### src/rtl/lis3dh_i2c_stub.sv
// LIS3DH accelerometer I2C target model: address match, sub-address pointer, small register subset.
// Optional LIS3DH_I2C_FILTER_EN adds a 3-sample majority filter after the SCL/SDA synchronizers.
//
// state    | meaning
// ---------+-----------------------------------------------------------
// IDLE     | bus free or transfer not addressed to us
// ADDR     | shifting in the 7-bit address + R/W bit
// ADDR_ACK | acknowledging our address
// SUB      | shifting in the sub-address (bit7 = auto-increment)
// SUB_ACK  | acknowledging the sub-address
// WR       | shifting in a data byte to write
// WR_ACK   | acknowledging a written data byte
// RD       | driving a data byte to the master
// RD_ACK   | sampling the master's ACK/NACK

module lis3dh_i2c_stub #(
   parameter logic       SA0      = 1'b0,
   parameter logic [7:0] WHO_AM_I = 8'h33
) (
   input  logic        XCLK,
   input  logic        XRES,
   input  logic        scl,
   input  logic        sda_i,
   output logic        sda_oe,
   input  logic [15:0] out_x,
   output logic [7:0]  ctrl1,
   output logic        wr_stb
);

   typedef enum logic [3:0] {
      IDLE     = 4'd0,
      ADDR     = 4'd1,
      ADDR_ACK = 4'd2,
      SUB      = 4'd3,
      SUB_ACK  = 4'd4,
      WR       = 4'd5,
      WR_ACK   = 4'd6,
      RD       = 4'd7,
      RD_ACK   = 4'd8
   } state_t;

   state_t      state;
   logic [1:0]  scl_sync;
   logic [1:0]  sda_sync;
   logic        scl_f;
   logic        sda_f;
   logic        scl_q;
   logic        sda_q;
   logic [3:0]  cnt;
   logic [6:0]  sh;
   logic [7:0]  tx;
   logic [6:0]  ptr;
   logic        ainc;
   logic        rw;
   logic        ack_phase;
   logic [7:0]  shadow;
   logic [7:0]  rd_data;
   logic [7:0]  byte_in;
   logic        addr_ok;
   logic        scl_rise;
   logic        scl_fall;
   logic        start_c;
   logic        stop_c;

   // Synchronizers reset to the idle-bus level so reset release never looks like a START.
   always_ff @(posedge XCLK or negedge XRES) begin
      if (!XRES) begin
         scl_sync <= 2'b11;
         sda_sync <= 2'b11;
      end else begin
         scl_sync <= {scl_sync[0], scl};
         sda_sync <= {sda_sync[0], sda_i};
      end
   end

`ifdef LIS3DH_I2C_FILTER_EN
   logic [1:0] scl_hist;
   logic [1:0] sda_hist;

   always_ff @(posedge XCLK or negedge XRES) begin
      if (!XRES) begin
         scl_hist <= 2'b11;
         sda_hist <= 2'b11;
         scl_f    <= 1'b1;
         sda_f    <= 1'b1;
      end else begin
         scl_hist <= {scl_hist[0], scl_sync[1]};
         sda_hist <= {sda_hist[0], sda_sync[1]};
         scl_f    <= (scl_sync[1] & scl_hist[0]) | (scl_sync[1] & scl_hist[1]) | (scl_hist[0] & scl_hist[1]);
         sda_f    <= (sda_sync[1] & sda_hist[0]) | (sda_sync[1] & sda_hist[1]) | (sda_hist[0] & sda_hist[1]);
      end
   end
`else
   assign scl_f = scl_sync[1];
   assign sda_f = sda_sync[1];
`endif

   always_ff @(posedge XCLK or negedge XRES) begin
      if (!XRES) begin
         scl_q <= 1'b1;
         sda_q <= 1'b1;
      end else begin
         scl_q <= scl_f;
         sda_q <= sda_f;
      end
   end

   assign scl_rise = scl_f & ~scl_q;
   assign scl_fall = ~scl_f & scl_q;
   assign start_c  = scl_f & scl_q & sda_q & ~sda_f;
   assign stop_c   = scl_f & scl_q & ~sda_q & sda_f;
   assign byte_in  = {sh, sda_f};
   assign addr_ok  = (byte_in[7:1] == (7'h18 | {6'd0, SA0}));

   // 0x29 always returns the high byte captured by the last 0x28 read.
   always_comb begin
      rd_data = 8'h00;
      case (ptr)
         7'h0F:   rd_data = WHO_AM_I;
         7'h20:   rd_data = ctrl1;
         7'h28:   rd_data = out_x[7:0];
         7'h29:   rd_data = shadow;
         default: rd_data = 8'h00;
      endcase
   end

   always_ff @(posedge XCLK or negedge XRES) begin
      if (!XRES) begin
         state     <= IDLE;
         cnt       <= 4'd0;
         sh        <= 7'd0;
         tx        <= 8'd0;
         ptr       <= 7'd0;
         ainc      <= 1'b0;
         rw        <= 1'b0;
         ack_phase <= 1'b0;
         shadow    <= 8'd0;
         sda_oe    <= 1'b0;
         ctrl1     <= 8'h07;
         wr_stb    <= 1'b0;
      end else begin
         wr_stb <= 1'b0;
         if (start_c) begin
            state  <= ADDR;
            cnt    <= 4'd0;
            sda_oe <= 1'b0;
         end else if (stop_c) begin
            state  <= IDLE;
            sda_oe <= 1'b0;
         end else begin
            case (state)
               IDLE: ;
               ADDR: if (scl_rise) begin
                  sh  <= byte_in[6:0];
                  cnt <= cnt + 4'd1;
                  if (cnt == 4'd7) begin
                     cnt <= 4'd0;
                     if (addr_ok) begin
                        rw        <= byte_in[0];
                        ack_phase <= 1'b0;
                        state     <= ADDR_ACK;
                     end else begin
                        state <= IDLE;
                     end
                  end
               end
               // First SCL fall drives the ACK, second releases it and moves on.
               ADDR_ACK, SUB_ACK, WR_ACK: if (scl_fall) begin
                  if (!ack_phase) begin
                     sda_oe    <= 1'b1;
                     ack_phase <= 1'b1;
                  end else begin
                     ack_phase <= 1'b0;
                     cnt       <= 4'd0;
                     if (state == ADDR_ACK && rw) begin
                        tx     <= {rd_data[6:0], 1'b0};
                        sda_oe <= ~rd_data[7];
                        if (ptr == 7'h28) shadow <= out_x[15:8];
                        state  <= RD;
                     end else begin
                        sda_oe <= 1'b0;
                        state  <= (state == ADDR_ACK) ? SUB : WR;
                     end
                  end
               end
               SUB: if (scl_rise) begin
                  sh  <= byte_in[6:0];
                  cnt <= cnt + 4'd1;
                  if (cnt == 4'd7) begin
                     cnt       <= 4'd0;
                     ainc      <= byte_in[7];
                     ptr       <= byte_in[6:0];
                     ack_phase <= 1'b0;
                     state     <= SUB_ACK;
                  end
               end
               WR: if (scl_rise) begin
                  sh  <= byte_in[6:0];
                  cnt <= cnt + 4'd1;
                  if (cnt == 4'd7) begin
                     cnt <= 4'd0;
                     if (ptr == 7'h20) ctrl1 <= byte_in;
                     wr_stb <= 1'b1;
                     if (ainc) ptr <= ptr + 7'd1;
                     ack_phase <= 1'b0;
                     state     <= WR_ACK;
                  end
               end
               RD: begin
                  if (scl_rise) cnt <= cnt + 4'd1;
                  if (scl_fall) begin
                     if (cnt == 4'd8) begin
                        sda_oe    <= 1'b0;
                        ack_phase <= 1'b0;
                        state     <= RD_ACK;
                     end else begin
                        sda_oe <= ~tx[7];
                        tx     <= {tx[6:0], 1'b0};
                     end
                  end
               end
               // ack_phase marks an ACK seen; the next byte is loaded on the following fall.
               RD_ACK: begin
                  if (scl_rise) begin
                     if (!sda_f) begin
                        if (ainc) ptr <= ptr + 7'd1;
                        ack_phase <= 1'b1;
                     end else begin
                        state <= IDLE;
                     end
                  end else if (scl_fall && ack_phase) begin
                     ack_phase <= 1'b0;
                     cnt       <= 4'd0;
                     tx        <= {rd_data[6:0], 1'b0};
                     sda_oe    <= ~rd_data[7];
                     if (ptr == 7'h28) shadow <= out_x[15:8];
                     state     <= RD;
                  end
               end
               default: state <= IDLE;
            endcase
         end
      end
   end

endmodule

### config.mk
export PLATFORM = sky130hd
export DESIGN_NAME = lis3dh_i2c_stub
export DESIGN_NICKNAME = d
export VERILOG_FILES = /design/src/rtl/lis3dh_i2c_stub.sv
export SDC_FILE = /design/constraint.sdc
export NUM_CORES = 1
export LEC_CHECK = 0
export CORE_MARGIN = 3
export CORE_UTILIZATION = 45
export CTS_BUF_LIST = sky130_fd_sc_hd__clkbuf_8 sky130_fd_sc_hd__clkbuf_16
export DETAILED_ROUTE_END_ITERATION = 10
export GPL_TIMING_DRIVEN = 0
export PLACE_DENSITY_LB_ADDON = 0.12
export REMOVE_ABC_BUFFERS = 1
export SLEW_MARGIN = 10
export SYNTH_ARGS = -nofsm -noshare
export SYNTH_HDL_FRONTEND = slang
export SYNTH_SLANG_ARGS = --single-unit
### constraint.sdc
create_clock -name XCLK -period 4.1 [get_ports XCLK]
set_input_delay 0.82 -clock XCLK [delete_from_list [all_inputs] [get_ports XCLK]]
set_output_delay 0.82 -clock XCLK [all_outputs]
set_load 0.05 [all_outputs]
Yosys cells after proc, flatten, opt, wreduce, memory -nomap -nowiden
Index checks and enable logic that the tools add are counted.

word-level totals
  ROM bits = 0
  logic and storage cells = 195
  bits of input ports = 20
  flip-flop bits (word level) = 57
  output and inout port bits = 10
  RAM bits = 0
  latch bits = 0
  memories kept = 0

cells by class
  div/mod/pow operators = 0
  magnitude comparators = 0
  eq/ne operators = 58
  shift-type cells = 0
  multiply operators = 0
  muxes and demuxes = 81
  add/subtract/negate cells = 2
  reduce and logical (&&, ||, !) cells = 23
  bitwise gates (word level) = 15

operators by type and width
  kind                                            count
  two-way mux 8 bit                               13
  two-way mux 4 bit                               24
  two-way mux 7 bit                               7
  != test 4 bit (second input constant)           12
  != test 2 bit (second input constant)           18
  case mux 8 bit (4 select lines)                 1
  case mux 4 bit (7 select lines)                 1
  two-way mux 1 bit                               26
  AND reduction 13 bit                            2
  != test 3 bit (second input constant)           8
  case mux 8 bit (3 select lines)                 1
  == test 7 x 6 -> 1 bit (second input constant)  3
  case mux 7 bit (3 select lines)                 1
  == test 4 x 3 -> 1 bit (second input constant)  5
  case mux 4 bit (4 select lines)                 1
  case mux 8 bit (2 select lines)                 1
  AND reduction 8 bit                             2
  nonzero test 5 bit                              3
  AND reduction 6 bit                             2
  != test 5 bit (second input constant)           2
  AND reduction 10 bit                            1
  AND reduction 5 bit                             2
  AND reduction 9 bit                             1
  == test 4 x 2 -> 1 bit (second input constant)  2
  other kinds (21)                                40

Logic depth before layout (Yosys ltp)
Gate-level depths: netlist of run 1.

  depth in word-level cells = 9
  mapped depth = 8
  gate-level depth less buffers = 7

Least setup slack after synthesis of run 1
Ideal clock, no wire load.

  path kind = reg-to-reg
  start point = register scl_q
  end point = register shadow[0]
  path buffers = 1
  setup slack = 2.103 ns
  clock period less this slack = 1.997 ns
  library setup time = 0.125 ns
  arrival = 1.872 ns
  stages on the path, launching flop included = 7
  data required time = 3.975 ns
  path through = dfstp_2 > buf_2 > nand3b_1 > nand2_1 > nand3_1 > nor4_4 > mux2_2

between the ends
  word-level cells in the longest chain between the ends = 5
  elaborated cells between the ends (all ways) = 15
  classes of those cells = eq/ne: 3; bitwise: 10; reduce/logical: 2

ends and longest elaborated chain
  what                                                RTL line  RTL
  from (decl)                                         47        logic scl_q;
  from (signal assigned)                              103       scl_q <= scl_f;
  bitwise AND 1 bit                                   110, 111
  bitwise AND 1 bit (on tied branches) (2 in series)  111, 110
  NOT 1 bit (no line)                                 -
  AND reduction 8 bit (no line) (*)                   -
  to (signal assigned)                                178       if (ptr == 7'h28) shadow <= out_x[15:8];
  to (signal assigned)                                236       if (ptr == 7'h28) shadow <= out_x[15:8];
  to (decl)                                           56        logic [7:0] shadow;

Every way passes the cells marked *; elsewhere a longest branch is shown, timed or not.
A chain may end at the register's enable or synchronous reset.

Worst setup path in the final report of run 1
  start point = register state[3]
  end point = register ack_phase

between the ends
  word-level cells in the longest chain between the ends = 4
  elaborated cells between the ends (all ways) = 23
  classes of those cells = eq/ne: 18; mux: 1; reduce/logical: 4

ends and longest elaborated chain
  what                                                                     RTL line  RTL
  from (decl)                                                              42        state_t state;
  from (signal assigned)                                                   182       state <= (state == ADDR_ACK) ? SUB : WR;
  == test 4 x 2 -> 1 bit / == test 4 x 3 -> 1 bit (equally long branches)  151       case (state)
  OR reduction 3 bit / OR reduction 2 bit (equally long branches)          -
  nonzero test 5 bit (no line) (tied with other cells)                     -
  AND reduction 13 bit (no line)                                           -
  to (signal assigned)                                                     160       ack_phase <= 1'b0;
  to (signal assigned)                                                     171       ack_phase <= 1'b1;
  to (signal assigned)                                                     173       ack_phase <= 1'b0;
  to (decl)                                                                55        logic ack_phase;

Parallel ways exist; a longest one is shown, timed or not.

==> results of run 1 <==
==> cell usage after synthesis, types with 6 or more instances <==
library cell	n
o21ai_0	20
a31oi_1	7
dfstp_2	9
mux2_2	40
nor3_1	6
nand2_1	25
a21oi_1	26
nand3b_1	7
nand3_1	10
nor2b_1	7
buf_2	11
inv_1	6
dfrtp_1	47
nand2b_1	10
nor2_1	22
==> worst max-delay path by stage <==
stage	startpoint	end	slack (ps)
3_5_place_dp	state[3]$_DFFE_PN0P_	cnt[2]$_DFFE_PN0P_	1410
3_3_place_gp	XRES	shadow[4]$_DFFE_PN0P_	440
6_report	state[3]$_DFFE_PN0P_	ack_phase$_DFFE_PN0P_	1250
2_1_floorplan	state[1]$_DFFE_PN0P_	cnt[2]$_DFFE_PN0P_	1930
5_1_grt	state[3]$_DFFE_PN0P_	ptr[0]$_DFFE_PN0P_	1110
4_1_cts	state[3]$_DFFE_PN0P_	ack_phase$_DFFE_PN0P_	1380
==> report_power, final <==
part / total, mW / internal, mW / switching, mW
Combinational: 0.145 / 0.0709 / 0.0740
Sequential: 0.624 / 0.576 / 0.0476
Clock: 0.319 / 0.125 / 0.194
Total: 1.09 / 0.772 / 0.316
==> worst reg2reg max path, stage by stage (launching register included) <==
cell	delay [ps]
dfrtp_1	790
nor4b_2	910
o21ai_0	400
nor4_1	440
mux2i_1	240
==> per-stage QoR <==
stage	hold slack (ps)	utilization [%]	cells
2_1_floorplan	345	-	313
3_3_place_gp	347	52.1	438
3_5_place_dp	347	52.1	438
4_1_cts	365	53.4	446
5_1_grt	370	53.4	446
6_report	364	53.4	446
==> metal layers <==
| layer | up-vias | wire [um] | share of wire [%] | GRT usage, % |
|---|---|---|---|---|
| li1 | 1246 | - | - | - |
| met1 | 1264 | 3580 | 48 | 26.9 |
| met2 | 75 | 3440 | 46 | 28.5 |
| met3 | 12 | 347 | 4.6 | 3.45 |
| met4 | 0 | 136 | 1.8 | 6.81 |
| met5 | - | 0 | 0 | 0 |
==> sequential cells by signal, summed over array words and instances (netlist names) <==
| signal | count |
|---|---|
| ctrl1 | 8 |
| shadow | 8 |
| ptr | 7 |
| sh | 7 |
| tx | 7 |
| cnt | 4 |
| state | 4 |
| scl_sync | 2 |
| sda_sync | 2 |
| ack_phase | 1 |
| ainc | 1 |
| rw | 1 |
| scl_q | 1 |
| sda_oe | 1 |
| sda_q | 1 |
| wr_stb | 1 |
==> cells by family (layout without fill, tap and decap cells) <==
group / count (synthesis) / count (layout)
multiplexers: 45 / 45
flip-flops: 56 / 56
AO/OA/AOI/OAI: 81 / 81
XOR/XNOR: 1 / 1
buffers and inverters: 26 / 43
adder cells (fa/ha/maj): 5 / 5
AND/OR/NAND/NOR: 119 / 119
==> layout make-up <==
type                       instances  area, um^2  area share [%]
multi-input combinational        251        1770            47.8
sequential                        56        1410            38.1
timing repair buffer              29         288            7.75
tap                               96         120            3.24
clock buffer                       5        68.8            1.85
clock inverter                     3        26.3           0.708
inverter                           6        22.5           0.607
==> impl_metrics.py, run 1 <==
metrics = {
    "outcome": {
        "status": "completed",
    },
    "setup_path": {
        "slowest_delay_ps": 910,
        "rr_worst_depth": 4,
        "cp.buffers_inverters": 0,
        "r2r_slack_ps": 1250,
        "r2r-start": "state[3]$_DFFE_PN0P_",
        "cp_max_fo": 23,
        "critical_path_class": "reg -> reg",
        "cp_cell_sequence": "nor4b_2 > o21ai_0 > nor4_1 > mux2i_1",
        "crit_family": "simple AND/OR/NAND/NOR gates",
        "crit_cells": 4,
        "r2r-end": "ack_phase$_DFFE_PN0P_",
        "crit_arrival_ps": 3090,
        "cp-end-kind": "register",
        "cp_slowest_cell": "nor4b_2",
        "worstPathRequired_ps": 4340,
        "critPathLaunchType": "register",
    },
    "routing": {
        "wirelength_um": 7500,
        "detail_route.wl_per_cell_um": 16.8,
        "first_pass_iters": 4,
        "viasPerCell": 5.82,
        "dr_total_vias": 2597,
        "drc": 0,
        "antenna_left": 0,
        "first_iter_violations": 139,
    },
    "sta": {
        "max_freq_mhz": 351,
        "finalCriticalPeriod_ps": 2850,
        "setup_tns_ps": 0,
        "slew_headroom_pct": 34.5,
        "drv_slew": 0,
        "worst_pin_slew_ps": 980,
        "hold_violations": 0,
        "finalWorstSetupSlack_ps": 1250,
        "fin_skew_ps": 3.61,
        "setup_viol": 0,
        "rsz0062_at_grt": "false",
        "period_share_pct": 69.5,
    },
    "synth": {
        "synthTopCellsByArea": "dfrtp_1 36%, mux2_2 14%, dfstp_2 7.2%",
        "synth-edff-count": 0,
        "synth.avg_cell_area_um2": 9.93,
        "ys_seq_area_share_pct": 42.7,
        "synthSimpleGateAreaFrac_pct": 21.0,
        "synthFlopType": "dfrtp_1",
        "synthAdderAreaFrac_pct": 1.89,
        "synth-xor-area-share_pct": 0.265,
        "synth.distinct_cells": 61,
        "yosys-mux-area-fraction_pct": 15.2,
        "yosysWarnings": 0,
        "synth_seq_cells": 56,
        "synth_top_family_by_area": "simple AND/OR/NAND/NOR gates",
        "netlist_instances": 333,
        "synth_top_area_cell": "dfrtp_1",
        "synth_area_um2": 3310,
        "synth_compound_area_share_pct": 15.3,
        "synth_top_area_share_pct": 35.6,
        "async_reset_ff_share_pct": 100,
    },
    "finish": {
        "final_common_cell": "dfrtp_1",
        "final_nets": 374,
        "nFillCells": 629,
        "areaGrowthSynthToFinish_pct": 12.3,
        "num_antenna_cells": 0,
        "mostFrequentLayoutCells": "47 x dfrtp_1, 40 x mux2_2, 28 x clkdlybuf4s50_1, 26 x a21oi_1, 25 x nand2_1",
        "stdcell_area_um2": 3710,
        "drive_gt1_share_pct": 19.4,
    },
    "placed_design": {
        "numPortBuffers": 29,
        "place_area_um2": 3620,
        "place.gp.congestion": 0.866,
        "dp_worst_setup_slack_ps": 1410,
        "dp_hpwl_um": 5220,
    },
    "hold_path": {
        "hold_start": "sda_sync[0]$_DFF_PN1_",
        "hold_depth": 0,
        "whs_endpoint": "sda_sync[1]$_DFF_PN1_",
        "hold_class": "reg -> reg",
    },
    "floorplan": {
        "rows": 30,
        "fp.dieW_um": 91.7,
        "dieHeight_um": 91.7,
        "die_area_um2": 8410,
        "coreArea_um2": 6940,
        "initial_core_util_pct": 47.6,
        "pin_count": 30,
    },
    "job": {
        "max_cap_violations": 0,
    },
    "global_routing": {
        "grt_pass1_vias": 2503,
        "grtUsageTotal_pct": 18.8,
        "antenna_found_initial": 0,
        "grt_max_degree": 57,
        "overflow": 0,
        "grt_first_pass_wirelength_um": 12800,
    },
    "power_and_ir_drop": {
        "powerDensity_nw_per_um2": 293,
        "p_leak_nw": 1.57,
        "total_power_mw": 1.09,
        "peakVddDrop_v": 0.000172,
    },
    "clock_tree": {
        "cts_tree": "yes",
        "cts.sinks": 56,
        "cts_buffers": 5,
        "cts-root-buf": "clkbuf_8",
        "clk_pin_slew_worst_paths_ps": 110,
        "cts_hold_buffers": 0,
        "post_cts_resized": 0,
        "clk_path_buf_depth": 2,
        "post_cts_buffers": 0,
        "insertion_delay_ps": 310,
        "htree_num_levels": 2,
    },
}
Power figures use the tool's default switching activity.
==> run 2: changes to the inputs <==
- clock period: 4.1 -> 2.7 ns (I/O delays scaled with it)
==> run 2 against run 1 <==
  * Maximum frequency rose by 12%
  * Sequential power rose by 52%
  * Critical endpoint is now tx[4]$_DFFE_PN0P_
  * Routed wire length is 0.24% lower
  * Critical path type unchanged
  * Highest routed layer unchanged
  * Clock skew barely moved
  * Clock power rose by 51%
  * Worst setup slack got worse by 1100 ps
  * Die area is the same
  * Cell count unchanged
==> impl_metrics.py, run 2 (synthesized netlist as in run 1, its figures left out) <==
metrics = {
    "setup_path": {
        "r2r-end": "tx[4]$_DFFE_PN0P_",
        "cp_max_fo": 25,
        "cp_cell_sequence": "nand4b_2 > nor2_1 > o21ai_1 > a21oi_2 > mux2_2",
        "cp-end-kind": "register",
        "critical_path_class": "reg -> reg",
        "r2r_slack_ps": 150,
        "r2r-start": "state[2]$_DFFE_PN0P_",
        "cp_slowest_cell": "dfrtp_1",
        "crit_arrival_ps": 2760,
        "critPathLaunch": "state[2]$_DFFE_PN0P_",
        "slowest_delay_ps": 890,
        "critPathCapture": "tx[4]$_DFFE_PN0P_",
        "critPathLaunchType": "register",
        "cp.buffers_inverters": 0,
        "crit_cells": 5,
        "worstPathRequired_ps": 2900,
        "rr_worst_depth": 5,
        "crit_family": "flip-flops",
    },
    "sta": {
        "fin_skew_ps": 3.13,
        "setup_viol": 0,
        "period_share_pct": 94.5,
        "rsz0062_at_grt": "false",
        "finalWorstSetupSlack_ps": 148,
        "drv_slew": 0,
        "setup_tns_ps": 0,
        "hold_violations": 0,
        "slew_headroom_pct": 45.3,
        "hold-worst-slack_ps": 261,
        "worst_pin_slew_ps": 820,
        "max_freq_mhz": 392,
        "finalCriticalPeriod_ps": 2550,
    },
    "placed_design": {
        "numPortBuffers": 29,
        "place.gp.congestion": 0.866,
        "dp.cells": 438,
        "dp_hpwl_um": 5220,
        "dp_worst_setup_slack_ps": 12.3,
    },
    "outcome": {
        "status": "completed",
    },
    "routing": {
        "antenna_left": 0,
        "first_iter_violations": 145,
        "detail_route.wl_per_cell_um": 16.8,
        "first_pass_iters": 5,
        "wirelength_um": 7480,
        "drc": 0,
        "dr_total_vias": 2592,
        "viasPerCell": 5.81,
    },
    "global_routing": {
        "grt_max_degree": 57,
        "antenna_found_initial": 0,
        "grt_first_pass_wirelength_um": 12800,
        "overflow": 0,
        "grtUsageTotal_pct": 18.8,
        "grt_pass1_vias": 2502,
    },
    "floorplan": {
        "initial_core_util_pct": 47.6,
        "die_area_um2": 8410,
        "fp.dieW_um": 91.7,
        "rows": 30,
        "dieHeight_um": 91.7,
        "coreArea_um2": 6940,
        "pin_count": 30,
    },
    "clock_tree": {
        "cts_hold_buffers": 0,
        "clk_path_buf_depth": 2,
        "cts.sinks": 56,
        "htree_num_levels": 2,
        "cts_tree": "yes",
        "cts-root-buf": "clkbuf_8",
        "insertion_delay_ps": 310,
        "clk_pin_slew_worst_paths_ps": 110,
        "cts_buffers": 5,
        "post_cts_buffers": 0,
    },
    "finish": {
        "final_cells": 446,
        "areaGrowthSynthToFinish_pct": 12.7,
        "fin_util_pct": 53.6,
        "final_nets": 374,
        "nFillCells": 631,
        "drive_gt1_share_pct": 20.3,
        "num_antenna_cells": 0,
        "reg_top3": "ctrl1: 8 flops, shadow: 8 flops",
        "mostFrequentLayoutCells": "45 x dfrtp_1, 40 x mux2_2, 28 x clkdlybuf4s50_1, 26 x a21oi_1, 25 x nand2_1",
        "final_common_cell": "dfrtp_1",
    },
    "power_and_ir_drop": {
        "sw_frac_of_total_pct": 29.1,
        "power.switching_mw": 0.481,
        "combPwrFrac_pct": 13.4,
        "peakVddDrop_v": 0.000261,
        "p_leak_nw": 1.57,
        "p_int_mw": 1.17,
        "clock_power_share_pct": 29.2,
        "powerDensity_nw_per_um2": 444,
        "seqPwrFrac_pct": 57.4,
    },
    "job": {
        "max_cap_violations": 0,
    },
    "hold_path": {
        "hold_class": "in -> async",
    },
}
run 2: cell counts in the layout (fill, tap and decap cells not counted):
Identical to the previous run, type by type.
run 2: final cells by class:
| cell class | instances | area (um^2) | area share [%] |
|---|---|---|---|
| Clock buffer | 5 | 68.8 | 1.85 |
| Clock inverter | 3 | 26.3 | 0.705 |
| Inverter | 6 | 22.5 | 0.605 |
| Multi-Input combinational cell | 251 | 1780 | 47.9 |
| Sequential cell | 56 | 1420 | 38.0 |
| Tap cell | 96 | 120 | 3.22 |
| Timing Repair Buffer | 29 | 288 | 7.73 |
run 2: what timing repair did:
item / CTS / global route
gates cloned: 0 / 0
pin swaps: 0 / 0
resized for setup: 1 / 3
endpoints found under the setup margin: 3 / 24
run 2: how the worst min path moves through the flow:
stage	to	slack [ps]	cells past startpoint
after global placement	scl_sync[1]$_DFF_PN1_	350	0
final	cnt[3]$_DFFE_PN0P_	260	1
after detailed placement	scl_sync[1]$_DFF_PN1_	350	0
after global routing	ptr[1]$_DFFE_PN0P_	310	1
after floorplan	ack_phase$_DFFE_PN0P_	240	0
after CTS	cnt[3]$_DFFE_PN0P_	290	1
run 2: layer usage:
metal	wire, um	GRT usage, %
met2	3450	28.5
met4	132	6.81
met3	347	3.45
met5	0	0
met1	3560	26.8
run 2: metrics by stage:
stage,power (mW),area [um^2]
CTS,1.67,3720
finish,1.65,3720
detailed placement,1.18,3620
floorplan,1.09,3210
global route,1.75,3720
global placement,1.18,3620
run 2: power by group through the flow:
| stage | registers [mW] | logic, mW | clock network (mW) |
|---|---|---|---|
| after detailed placement | 0.963 | 0.220 | 0 |
| after global placement | 0.961 | 0.218 | 0 |
| after global routing | 0.957 | 0.251 | 0.542 |
| final | 0.949 | 0.222 | 0.483 |
| after floorplan | 0.939 | 0.148 | 0 |
| after CTS | 0.947 | 0.221 | 0.504 |
